<file path="src/rtl/rx_dma_src_arbiter_if.sv">
// rtl/rx_dma_src_arbiter_if.sv - stream output bundle of the RX DMA source arbiter
// master drives the DMA stream, slave is the downstream FIFO side.
interface rx_dma_src_arbiter_if #(
  parameter int DATA_WIDTH = 64
);
  logic [DATA_WIDTH-1:0] m_data;
  logic                  m_valid;
  logic                  m_last;
  logic                  m_start;

  modport master (output m_data, output m_valid, output m_last, output m_start);
  modport slave  (input  m_data, input  m_valid, input  m_last, input  m_start);
endinterface

</file>
<file path="src/rtl/rx_dma_src_arbiter.sv">
// rtl/rx_dma_src_arbiter.sv - frame-granular two-source arbiter onto the RX S2MM DMA stream
// Optional tag word prefix per frame: define RX_DMA_ARB_FRAME_TAG_EN.
module rx_dma_src_arbiter #(
  parameter int DATA_WIDTH    = 64,
  parameter int LEN_WIDTH     = 14,
  parameter int TIMEOUT_WIDTH = 13
) (
  input  logic                     clk,
  input  logic                     rstn,
  input  logic                     src0_req,
  input  logic                     src1_req,
  input  logic [LEN_WIDTH-1:0]     src0_len,
  input  logic [LEN_WIDTH-1:0]     src1_len,
  input  logic [DATA_WIDTH-1:0]    src0_data,
  input  logic [DATA_WIDTH-1:0]    src1_data,
  input  logic                     src0_valid,
  input  logic                     src1_valid,
  output logic                     src0_grant,
  output logic                     src1_grant,
  input  logic                     fixed_prio,
  input  logic                     timeout_en,
  input  logic [TIMEOUT_WIDTH-1:0] timeout_top,
  input  logic                     tsf_pulse_1M,
  input  logic [31:0]              tsf_lo,
  rx_dma_src_arbiter_if.master     m_axis,
  output logic                     abort_pulse,
  output logic                     busy,
  output logic                     cur_src
);

`ifdef RX_DMA_ARB_FRAME_TAG_EN
  typedef enum logic [2:0] {IDLE, TAG, XFER, ABORT, GAP} state_e;
`else
  typedef enum logic [2:0] {IDLE, XFER, ABORT, GAP} state_e;
`endif

  state_e                  state_q, state_d;
  logic [1:0]              grant_q, grant_d;
  logic                    m_start_q, m_start_d;
  logic                    m_valid_q, m_valid_d;
  logic                    m_last_q, m_last_d;
  logic [DATA_WIDTH-1:0]   m_data_q, m_data_d;
  logic                    abort_q, abort_d;
  logic                    cur_src_q, cur_src_d;
  logic                    last_served_q, last_served_d;
  logic [LEN_WIDTH-1:0]    len_q, len_d;
  logic [LEN_WIDTH-1:0]    cnt_q, cnt_d;
  logic [TIMEOUT_WIDTH-1:0] timer_q, timer_d;

`ifdef RX_DMA_ARB_FRAME_TAG_EN
  logic [31:0]             tsf_q, tsf_d;
`else
  logic                    unused_tsf_lo;
  assign unused_tsf_lo = ^tsf_lo;
`endif

  // Zero-length requests are masked; on a tie the source not served last wins.
  logic elig0, elig1, win1;
  assign elig0 = src0_req && (src0_len != '0);
  assign elig1 = src1_req && (src1_len != '0);
  assign win1  = elig1 && (!elig0 || (!fixed_prio && !last_served_q));

  logic                  sel_valid;
  logic [DATA_WIDTH-1:0] sel_data;
  assign sel_valid = cur_src_q ? src1_valid : src0_valid;
  assign sel_data  = cur_src_q ? src1_data  : src0_data;

  always_ff @(posedge clk) begin
    if (!rstn) begin
      state_q       <= IDLE;
      grant_q       <= '0;
      m_start_q     <= 1'b0;
      m_valid_q     <= 1'b0;
      m_last_q      <= 1'b0;
      m_data_q      <= '0;
      abort_q       <= 1'b0;
      cur_src_q     <= 1'b0;
      last_served_q <= 1'b1;
      len_q         <= '0;
      cnt_q         <= '0;
      timer_q       <= '0;
`ifdef RX_DMA_ARB_FRAME_TAG_EN
      tsf_q         <= '0;
`endif
    end else begin
      state_q       <= state_d;
      grant_q       <= grant_d;
      m_start_q     <= m_start_d;
      m_valid_q     <= m_valid_d;
      m_last_q      <= m_last_d;
      m_data_q      <= m_data_d;
      abort_q       <= abort_d;
      cur_src_q     <= cur_src_d;
      last_served_q <= last_served_d;
      len_q         <= len_d;
      cnt_q         <= cnt_d;
      timer_q       <= timer_d;
`ifdef RX_DMA_ARB_FRAME_TAG_EN
      tsf_q         <= tsf_d;
`endif
    end
  end

  always_comb begin
    state_d       = state_q;
    grant_d       = grant_q;
    m_start_d     = 1'b0;
    m_valid_d     = 1'b0;
    m_last_d      = 1'b0;
    m_data_d      = m_data_q;
    abort_d       = 1'b0;
    cur_src_d     = cur_src_q;
    last_served_d = last_served_q;
    len_d         = len_q;
    cnt_d         = cnt_q;
    timer_d       = timer_q;
`ifdef RX_DMA_ARB_FRAME_TAG_EN
    tsf_d         = tsf_q;
`endif
    case (state_q)
      IDLE: begin
        if (elig0 || elig1) begin
          grant_d   = win1 ? 2'b10 : 2'b01;
          m_start_d = 1'b1;
          cur_src_d = win1;
          len_d     = win1 ? src1_len : src0_len;
          cnt_d     = '0;
          timer_d   = '0;
`ifdef RX_DMA_ARB_FRAME_TAG_EN
          tsf_d     = tsf_lo;
          state_d   = TAG;
`else
          state_d   = XFER;
`endif
        end
      end
`ifdef RX_DMA_ARB_FRAME_TAG_EN
      TAG: begin
        m_valid_d = 1'b1;
        m_data_d  = DATA_WIDTH'({cur_src_q, 15'd0, 16'(len_q), tsf_q});
        state_d   = XFER;
      end
`endif
      XFER: begin
        m_data_d = sel_data;
        // A stalled source is cut off even if its word arrives on the same cycle.
        if (timeout_en && (timer_q > timeout_top)) begin
          state_d = ABORT;
        end else if (sel_valid) begin
          m_valid_d = 1'b1;
          cnt_d     = cnt_q + LEN_WIDTH'(1);
          timer_d   = '0;
          if (cnt_q == len_q - LEN_WIDTH'(1)) begin
            m_last_d      = 1'b1;
            grant_d       = '0;
            last_served_d = cur_src_q;
            state_d       = GAP;
          end
        end else if (tsf_pulse_1M && (timer_q != '1)) begin
          timer_d = timer_q + TIMEOUT_WIDTH'(1);
        end
      end
      ABORT: begin
        m_data_d      = '0;
        m_valid_d     = 1'b1;
        m_last_d      = 1'b1;
        grant_d       = '0;
        abort_d       = 1'b1;
        last_served_d = cur_src_q;
        state_d       = GAP;
      end
      GAP: begin
        state_d = IDLE;
      end
      default: begin
        state_d = IDLE;
      end
    endcase
  end

  assign src0_grant     = grant_q[0];
  assign src1_grant     = grant_q[1];
  assign m_axis.m_data  = m_data_q;
  assign m_axis.m_valid = m_valid_q;
  assign m_axis.m_last  = m_last_q;
  assign m_axis.m_start = m_start_q;
  assign abort_pulse    = abort_q;
  assign busy           = (state_q != IDLE);
  assign cur_src        = cur_src_q;

endmodule

</file>
<file path="src/flat_wrapper.sv">
// flat-port wrapper written by rule: the top's interface ports become plain ports
module rx_dma_src_arbiter_flat 
#(
  parameter int DATA_WIDTH    = 64,
  parameter int LEN_WIDTH     = 14,
  parameter int TIMEOUT_WIDTH = 13
)
  (clk, rstn, src0_req, src1_req, src0_len, src1_len, src0_data, src1_data, src0_valid, src1_valid, src0_grant, src1_grant, fixed_prio, timeout_en, timeout_top, tsf_pulse_1M, tsf_lo, abort_pulse, busy, cur_src, m_axis_m_data, m_axis_m_valid, m_axis_m_last, m_axis_m_start);
  rx_dma_src_arbiter_if #(.DATA_WIDTH(DATA_WIDTH)) m_axis_i ();
  input  logic clk;
  input  logic rstn;
  input  logic src0_req;
  input  logic src1_req;
  input  logic [LEN_WIDTH-1:0] src0_len;
  input  logic [LEN_WIDTH-1:0] src1_len;
  input  logic [DATA_WIDTH-1:0] src0_data;
  input  logic [DATA_WIDTH-1:0] src1_data;
  input  logic src0_valid;
  input  logic src1_valid;
  output logic src0_grant;
  output logic src1_grant;
  input  logic fixed_prio;
  input  logic timeout_en;
  input  logic [TIMEOUT_WIDTH-1:0] timeout_top;
  input  logic tsf_pulse_1M;
  input  logic [31:0] tsf_lo;
  output logic abort_pulse;
  output logic busy;
  output logic cur_src;
  output wire logic [$bits(m_axis_i.m_data)-1:0] m_axis_m_data;
  output wire logic [$bits(m_axis_i.m_valid)-1:0] m_axis_m_valid;
  output wire logic [$bits(m_axis_i.m_last)-1:0] m_axis_m_last;
  output wire logic [$bits(m_axis_i.m_start)-1:0] m_axis_m_start;
  assign m_axis_m_data = m_axis_i.m_data;
  assign m_axis_m_valid = m_axis_i.m_valid;
  assign m_axis_m_last = m_axis_i.m_last;
  assign m_axis_m_start = m_axis_i.m_start;
  rx_dma_src_arbiter #(.DATA_WIDTH(DATA_WIDTH), .LEN_WIDTH(LEN_WIDTH), .TIMEOUT_WIDTH(TIMEOUT_WIDTH)) u_core (.clk(clk), .rstn(rstn), .src0_req(src0_req), .src1_req(src1_req), .src0_len(src0_len), .src1_len(src1_len), .src0_data(src0_data), .src1_data(src1_data), .src0_valid(src0_valid), .src1_valid(src1_valid), .src0_grant(src0_grant), .src1_grant(src1_grant), .fixed_prio(fixed_prio), .timeout_en(timeout_en), .timeout_top(timeout_top), .tsf_pulse_1M(tsf_pulse_1M), .tsf_lo(tsf_lo), .m_axis(m_axis_i), .abort_pulse(abort_pulse), .busy(busy), .cur_src(cur_src));
endmodule
</file>
<file path="config.mk">
export PLATFORM = sky130hd
export DESIGN_NAME = rx_dma_src_arbiter_flat
export DESIGN_NICKNAME = d
export VERILOG_FILES = /design/src/rtl/rx_dma_src_arbiter_if.sv /design/src/rtl/rx_dma_src_arbiter.sv /design/src/flat_wrapper.sv
export SDC_FILE = /design/constraint.sdc
export NUM_CORES = 1
export LEC_CHECK = 0
export BUFFER_PORTS_ARGS = -buffer_cell sky130_fd_sc_hd__buf_2
export CAP_MARGIN = 20
export CORE_AREA = 5 5 184 133
export CTS_CLUSTER_SIZE = 28
export DETAILED_ROUTE_END_ITERATION = 8
export DIE_AREA = 0 0 189 138
export GPL_TIMING_DRIVEN = 1
export HOLD_SLACK_MARGIN = 0.1
export PLACE_DENSITY_LB_ADDON = 0.05
export SETUP_SLACK_MARGIN = 0.4
export SYNTH_ARGS = -nofsm -noshare
export SYNTH_HDL_FRONTEND = slang
export SYNTH_SLANG_ARGS = --single-unit
</file>
<file path="constraint.sdc">
create_clock -name clk -period 3.1 [get_ports clk]
set_clock_uncertainty 0.15 [all_clocks]
set_input_delay 0.465 -clock clk [delete_from_list [all_inputs] [get_ports clk]]
set_output_delay 0.465 -clock clk [all_outputs]
set_load 0.01 [all_outputs]
</file>
=== Word level (Yosys, flattened, before mapping) ===
Cells that the tools add are included.

* Add/subtract/negate cells: 3
* Magnitude comparators: 1
* Eq/ne operators: 11
* Muxes and demuxes: 37
* Reduce and logical (&&, ||, !) cells: 25

{| class="wikitable"
|+ Operators with widths
! operator !! count
|-
| 64-bit case mux with 2 select lines || 1
|-
| 64-bit two-way mux || 1
|-
| 14-bit two-way mux || 4
|-
| 13-bit two-way mux || 4
|-
| 14-bit case mux with 2 select lines || 1
|-
| 14-bit nonzero test || 2
|-
| 13-bit case mux with 2 select lines || 1
|-
| 14-bit by 1-bit adder with 14-bit output, second input constant || 1
|-
| 14-bit equality test || 1
|-
| 14-bit by 1-bit subtractor with 14-bit output, second input constant || 1
|-
| 13-bit by 1-bit adder with 13-bit output, second input constant || 1
|-
| 13-bit > comparator || 1
|-
| 13-bit != test, second input constant || 1
|-
| 3-bit two-way mux || 4
|-
| 4-bit AND reduction || 3
|-
| 1-bit two-way mux || 11
|-
| 2-bit two-way mux || 5
|-
| 3-bit by 1-bit != test with 1-bit output, second input constant || 3
|-
| 3-bit case mux with 3 select lines || 1
|-
| 1-bit logical AND || 6
|-
| 2-bit by 1-bit != test with 1-bit output, second input constant || 3
|-
| 1-bit case mux with 2 select lines || 3
|-
| 2-bit case mux with 3 select lines || 1
|-
| 3-bit nonzero test || 2
|-
| other kinds (10) || 15
|}

* Register bits: 116
* Input port bits: 210
* Output and inout bits: 72
* Word-level logic and storage cells: 89

=== Depth between registers and ports, before layout ===
* Depth in word-level cells: 8
* Gate-level depth with buffers: 11
* Depth with buffers taken out: 9

=== Least setup slack after synthesis ===
No wires, ideal clock.

* Path type: input-to-reg
* Start point: input timeout_top[12]
* End point: register u_core.timer_q[6]
* Setup time: 0.072 ns
* Arrival time: 2.516 ns
* Required time: 2.878 ns
* Slack: 0.362 ns
* Cell stages on the path: 11
* Buffers on the path: 2
* Cells stage by stage: inv_1 -> ha_1 -> a21oi_1 -> o21ai_0 -> or2_2 -> o32ai_1 -> clkbuf_1 -> o21ai_0 -> clkbuf_1 -> nor2_1 -> mux2i_1

* Longest elaborated chain between the ends: 4

{| class="wikitable"
|+ RTL lines
! item !! line !! source
|-
| start, declared || flat_wrapper.sv:24 || <nowiki>input logic [TIMEOUT_WIDTH-1:0] timeout_top;</nowiki>
|-
| 13-bit > comparator || rx_dma_src_arbiter.sv:147 || <nowiki>if (timeout_en && (timer_q > timeout_top)) begin</nowiki>
|-
| 1-bit logical AND || rx_dma_src_arbiter.sv:147 ||
|-
| 2-bit != test (no source line) || - ||
|-
| 4-bit AND reduction (no source line) || - ||
|-
| end signal, assigned || rx_dma_src_arbiter.sv:97 || <nowiki>timer_q <= timer_d;</nowiki>
|-
| end, declared || rx_dma_src_arbiter.sv:48 || <nowiki>logic [TIMEOUT_WIDTH-1:0] timer_q, timer_d;</nowiki>
|}

No other way between the ends.
A chain may end at the register's enable or synchronous reset.

=== Worst setup path in the final report ===
* Start point: register u_core.len_q[3]
* End point: register u_core.grant_q[0]

* Longest elaborated chain between the ends: 4

{| class="wikitable"
|+ RTL lines
! item !! line !! source
|-
| start, declared || rx_dma_src_arbiter.sv:46 || <nowiki>logic [LEN_WIDTH-1:0] len_q, len_d;</nowiki>
|-
| start signal, assigned || rx_dma_src_arbiter.sv:95 || <nowiki>len_q <= len_d;</nowiki>
|-
| 14-bit by 1-bit subtractor with 14-bit output || rx_dma_src_arbiter.sv:153 || <nowiki>if (cnt_q == len_q - LEN_WIDTH'(1)) begin</nowiki>
|-
| 14-bit equality test || rx_dma_src_arbiter.sv:153 ||
|-
| 2-bit by 1-bit != test with 1-bit output (no source line) || - ||
|-
| 5-bit AND reduction (no source line) || - ||
|-
| end signal, assigned || rx_dma_src_arbiter.sv:87 || <nowiki>grant_q <= grant_d;</nowiki>
|-
| end, declared || rx_dma_src_arbiter.sv:38 || <nowiki>logic [1:0] grant_q, grant_d;</nowiki>
|}

No other way between the ends.

==> results.yml <==
timing:
  fmax_mhz: 385
  setup_viol: 0
  fin_crit_ps: 2600
  hold_viol_final: 0
  rsz0062_at_grt: "true"
  slew_violations: 0
  tightest_slew_ps: 990
  finalCritPeriodShare_pct: 83.7
  tns_ps: 0
  slew_headroom_pct: 33.3
cts:
  cts_made_buffers: 17
  clkTransAtPathRegs_ps: 60
  postCtsHoldBufs: 0
  clockRootBuffer: "clkbuf_16"
  clockBufferDepth: 2
  h-tree-depth: 4
  cts_tree: "done"
  cts_num_sinks: 115
  clock_latency_ps: 410
global_route:
  grt_util_all_layers_pct: 15.6
  grt_pass1_vias: 6178
  grt_pass1_wl_um: 33200
  grt_start_max_net_pins: 66
  grt_overflow: 0
  antenna_found_initial: 0
cells_and_area:
  fin_nets: 1263
  syn_to_final_growth_pct: 36.7
  fill_cells: 2345
  mostFrequentLayoutCells: "buf_2, dfxtp_1, inv_1"
  num_antenna_cells: 0
  final_common_cell: "buf_2"
  final_layout_size_suffix_gt1_share_pct: 33.7
floorplanning:
  ios: 282
  die_w_um: 189
  num_rows: 46
  fp.dieH_um: 138
  start_util_pct: 29.5
  dieArea_um2: 26100
  core_um2: 22400
detailed_routing:
  vias_per_cell: 4.69
  ant_nets: 0
  drc: 0
  vias: 6252
  drt_wl_total_um: 20900
  wl_per_cell_um: 15.7
  firstDrtPassIters: 4
  drtIter0Drc: 169
pwr:
  clkPwrFrac_pct: 28.3
  p_sw_share_pct: 38.5
  netSwitchingPower_uw: 3020
  p_per_area_nw_per_um2: 869
  ir_drop_mv: 0.572
  combPwrFrac_pct: 44.2
  intPower_uw: 4830
  pwr-share-seq_pct: 27.4
  p_total_uw: 7840
  leakagePower_uw: 0.00418
worst_setup_path:
  worstSetupStartpointType: "register"
  crit_fanout: 7
  reg2reg_setup_slack_ps: 500
  required_ps: 3250
  critical_path_class: "reg2reg"
  cp.arrival_ps: 2740
  cp-end-kind: "register"
synth:
  synth_edf_count: 0
  synth_cells: 784
  ys_ff_latch: 115
  synth_async_sr_flop_share_pct: 0
  synth-simple-area-share_pct: 20.5
  yosys_warnings: 0
  syn_nets: 1014
  synth_adder_area_share_pct: 3.79
  avgSynthCellArea_um2: 8.42
  synthMuxAreaShare_pct: 13.1
  synth-compound-area-share_pct: 17.7
  synth_cell_types: 61
  synthFlopType: "dfxtp_1"
  seq_area_frac_synth_pct: 34.9
  synth_top_family_by_area: "simple AND/OR/NAND/NOR gates"
  synth.cell_area_um2: 6600
  synth_xor_area_share_pct: 2.12
run:
  drv_cap: 0
placement:
  portBuffers: 249
  gp_congestion: 0.772
  hpwl_um: 15800
outcome:
  status: "finished clean"
worst_hold_path:
  hp-class: "in2reg"
-- synthesized netlist by cell type, types with 3 or more instances --
cell       count  area share (%)
a21boi_0       5            0.57
a21oi_1       20             1.5
and2_1        67             6.3
and3_1        12             1.1
and4_1         4            0.53
buf_1         15            0.85
buf_2          4            0.30
clkbuf_1      29             1.6
dfxtp_1      115              35
ha_1          20             3.8
inv_1         91             5.2
mux2i_1       85              13
nand2_1       54             3.1
nand3_1       20             1.5
nand4_1        7            0.66
nor2_1        21             1.2
nor2b_1        4            0.38
nor3_1        11            0.83
nor3b_1        3            0.34
nor4_1         9            0.85
o2111ai_1      3            0.40
o211a_1       15             2.3
o211ai_1       7            0.80
o21a_1         5            0.57
o21ai_0       16             1.2
o221a_2        6             1.0
o22ai_1       64             6.1
o31ai_1        3            0.34
or2_2          3            0.28
or3_1          9            0.85
or4_1          7            0.80
xnor2_1        7            0.93
xor2_1         9             1.2
-- cell families after synthesis --
group | Yosys count
multiplexers | 86
AO/OA/AOI/OAI | 166
AND/OR/NAND/NOR | 242
buffers and inverters | 139
XOR/XNOR | 16
adder cells (fa/ha/maj) | 20
flip-flops | 115
-- state kept, by name, indices dropped and copies added (netlist names) --
signal,count
u_core.abort_pulse,1
u_core.cnt_q,14
u_core.cur_src,1
u_core.grant_q,2
u_core.last_served_q,1
u_core.len_q,14
u_core.m_axis.m_data,64
u_core.m_axis.m_last,1
u_core.m_axis.m_start,1
u_core.m_axis.m_valid,1
u_core.state_q,2
u_core.timer_q,13
-- final cells by class --
cell class                 instances  area [um^2]  share of cell area, %
clock inverter                    14          225                   2.50
multi-input combinational        530         3860                   42.8
timing repair buffer             278         1490                   16.5
inverter                          91          342                   3.78
clock buffer                      18          439                   4.87
tap                              288          360                   3.99
sequential                       115         2310                   25.6
-- layer usage --
metal	routed length, um	global-route usage [%]	up-vias
li1	-	-	3279
met1	9990	21.0	2798
met2	9350	24.6	154
met3	1240	4.10	21
met4	303	4.64	0
met5	0	0	-
-- path summary, 6_finish.rpt --
| path | start | to | cells after the start |
|---|---|---|---|
| worst min-delay path | rstn | u_core.state_q[0]$_SDFFE_PN0P_ | 3 |
| worst max-delay path | u_core.len_q[3]$_SDFFE_PN0P_ | u_core.grant_q[0]$_SDFFE_PN0P_ | 7 |
| worst min register to register | u_core.grant_q[1]$_SDFFE_PN0P_ | u_core.grant_q[1]$_SDFFE_PN0P_ | 1 |
| worst max register to register | u_core.len_q[3]$_SDFFE_PN0P_ | u_core.grant_q[0]$_SDFFE_PN0P_ | 7 |
-- repair_timing --
action	CTS	global route
cloned	0	1
pin swaps	1	3
buffers inserted	3	2
endpoints found under the setup margin	13	31
gates resized for setup	6	19
-- stage by stage --
step                      instances  instance area, um^2  utilization [%]  worst slack, ps  hold slack [ps]
final                          1334                 9020             40.3              504              234
after detailed placement       1296                 8230             36.8              129              326
after global placement         1295                 8220             36.7              140              329
after global routing           1334                 9020             40.3              349              254
after CTS                      1331                 8930             39.9              393              213
after floorplan                 784                 6610                -              441              318
-- power groups by stage --
stage | clock network, uW | logic [uW] | registers [uW]
6_report | 2220 | 3470 | 2150
5_1_grt | 2340 | 3880 | 2220
4_1_cts | 2280 | 3450 | 2150
3_5_place_dp | 0 | 3420 | 2170
3_3_place_gp | 0 | 3420 | 2180
2_1_floorplan | 0 | 2070 | 2280
-- critical path: stages, from the launching register on --
cell      delay, ps
dfxtp_2         370
or4_4           570
o21a_1          210
or3_1           360
a21oi_2         160
o211ai_2        140
o21a_1          240
a211o_1         280
Power figures use the tool's default switching activity.
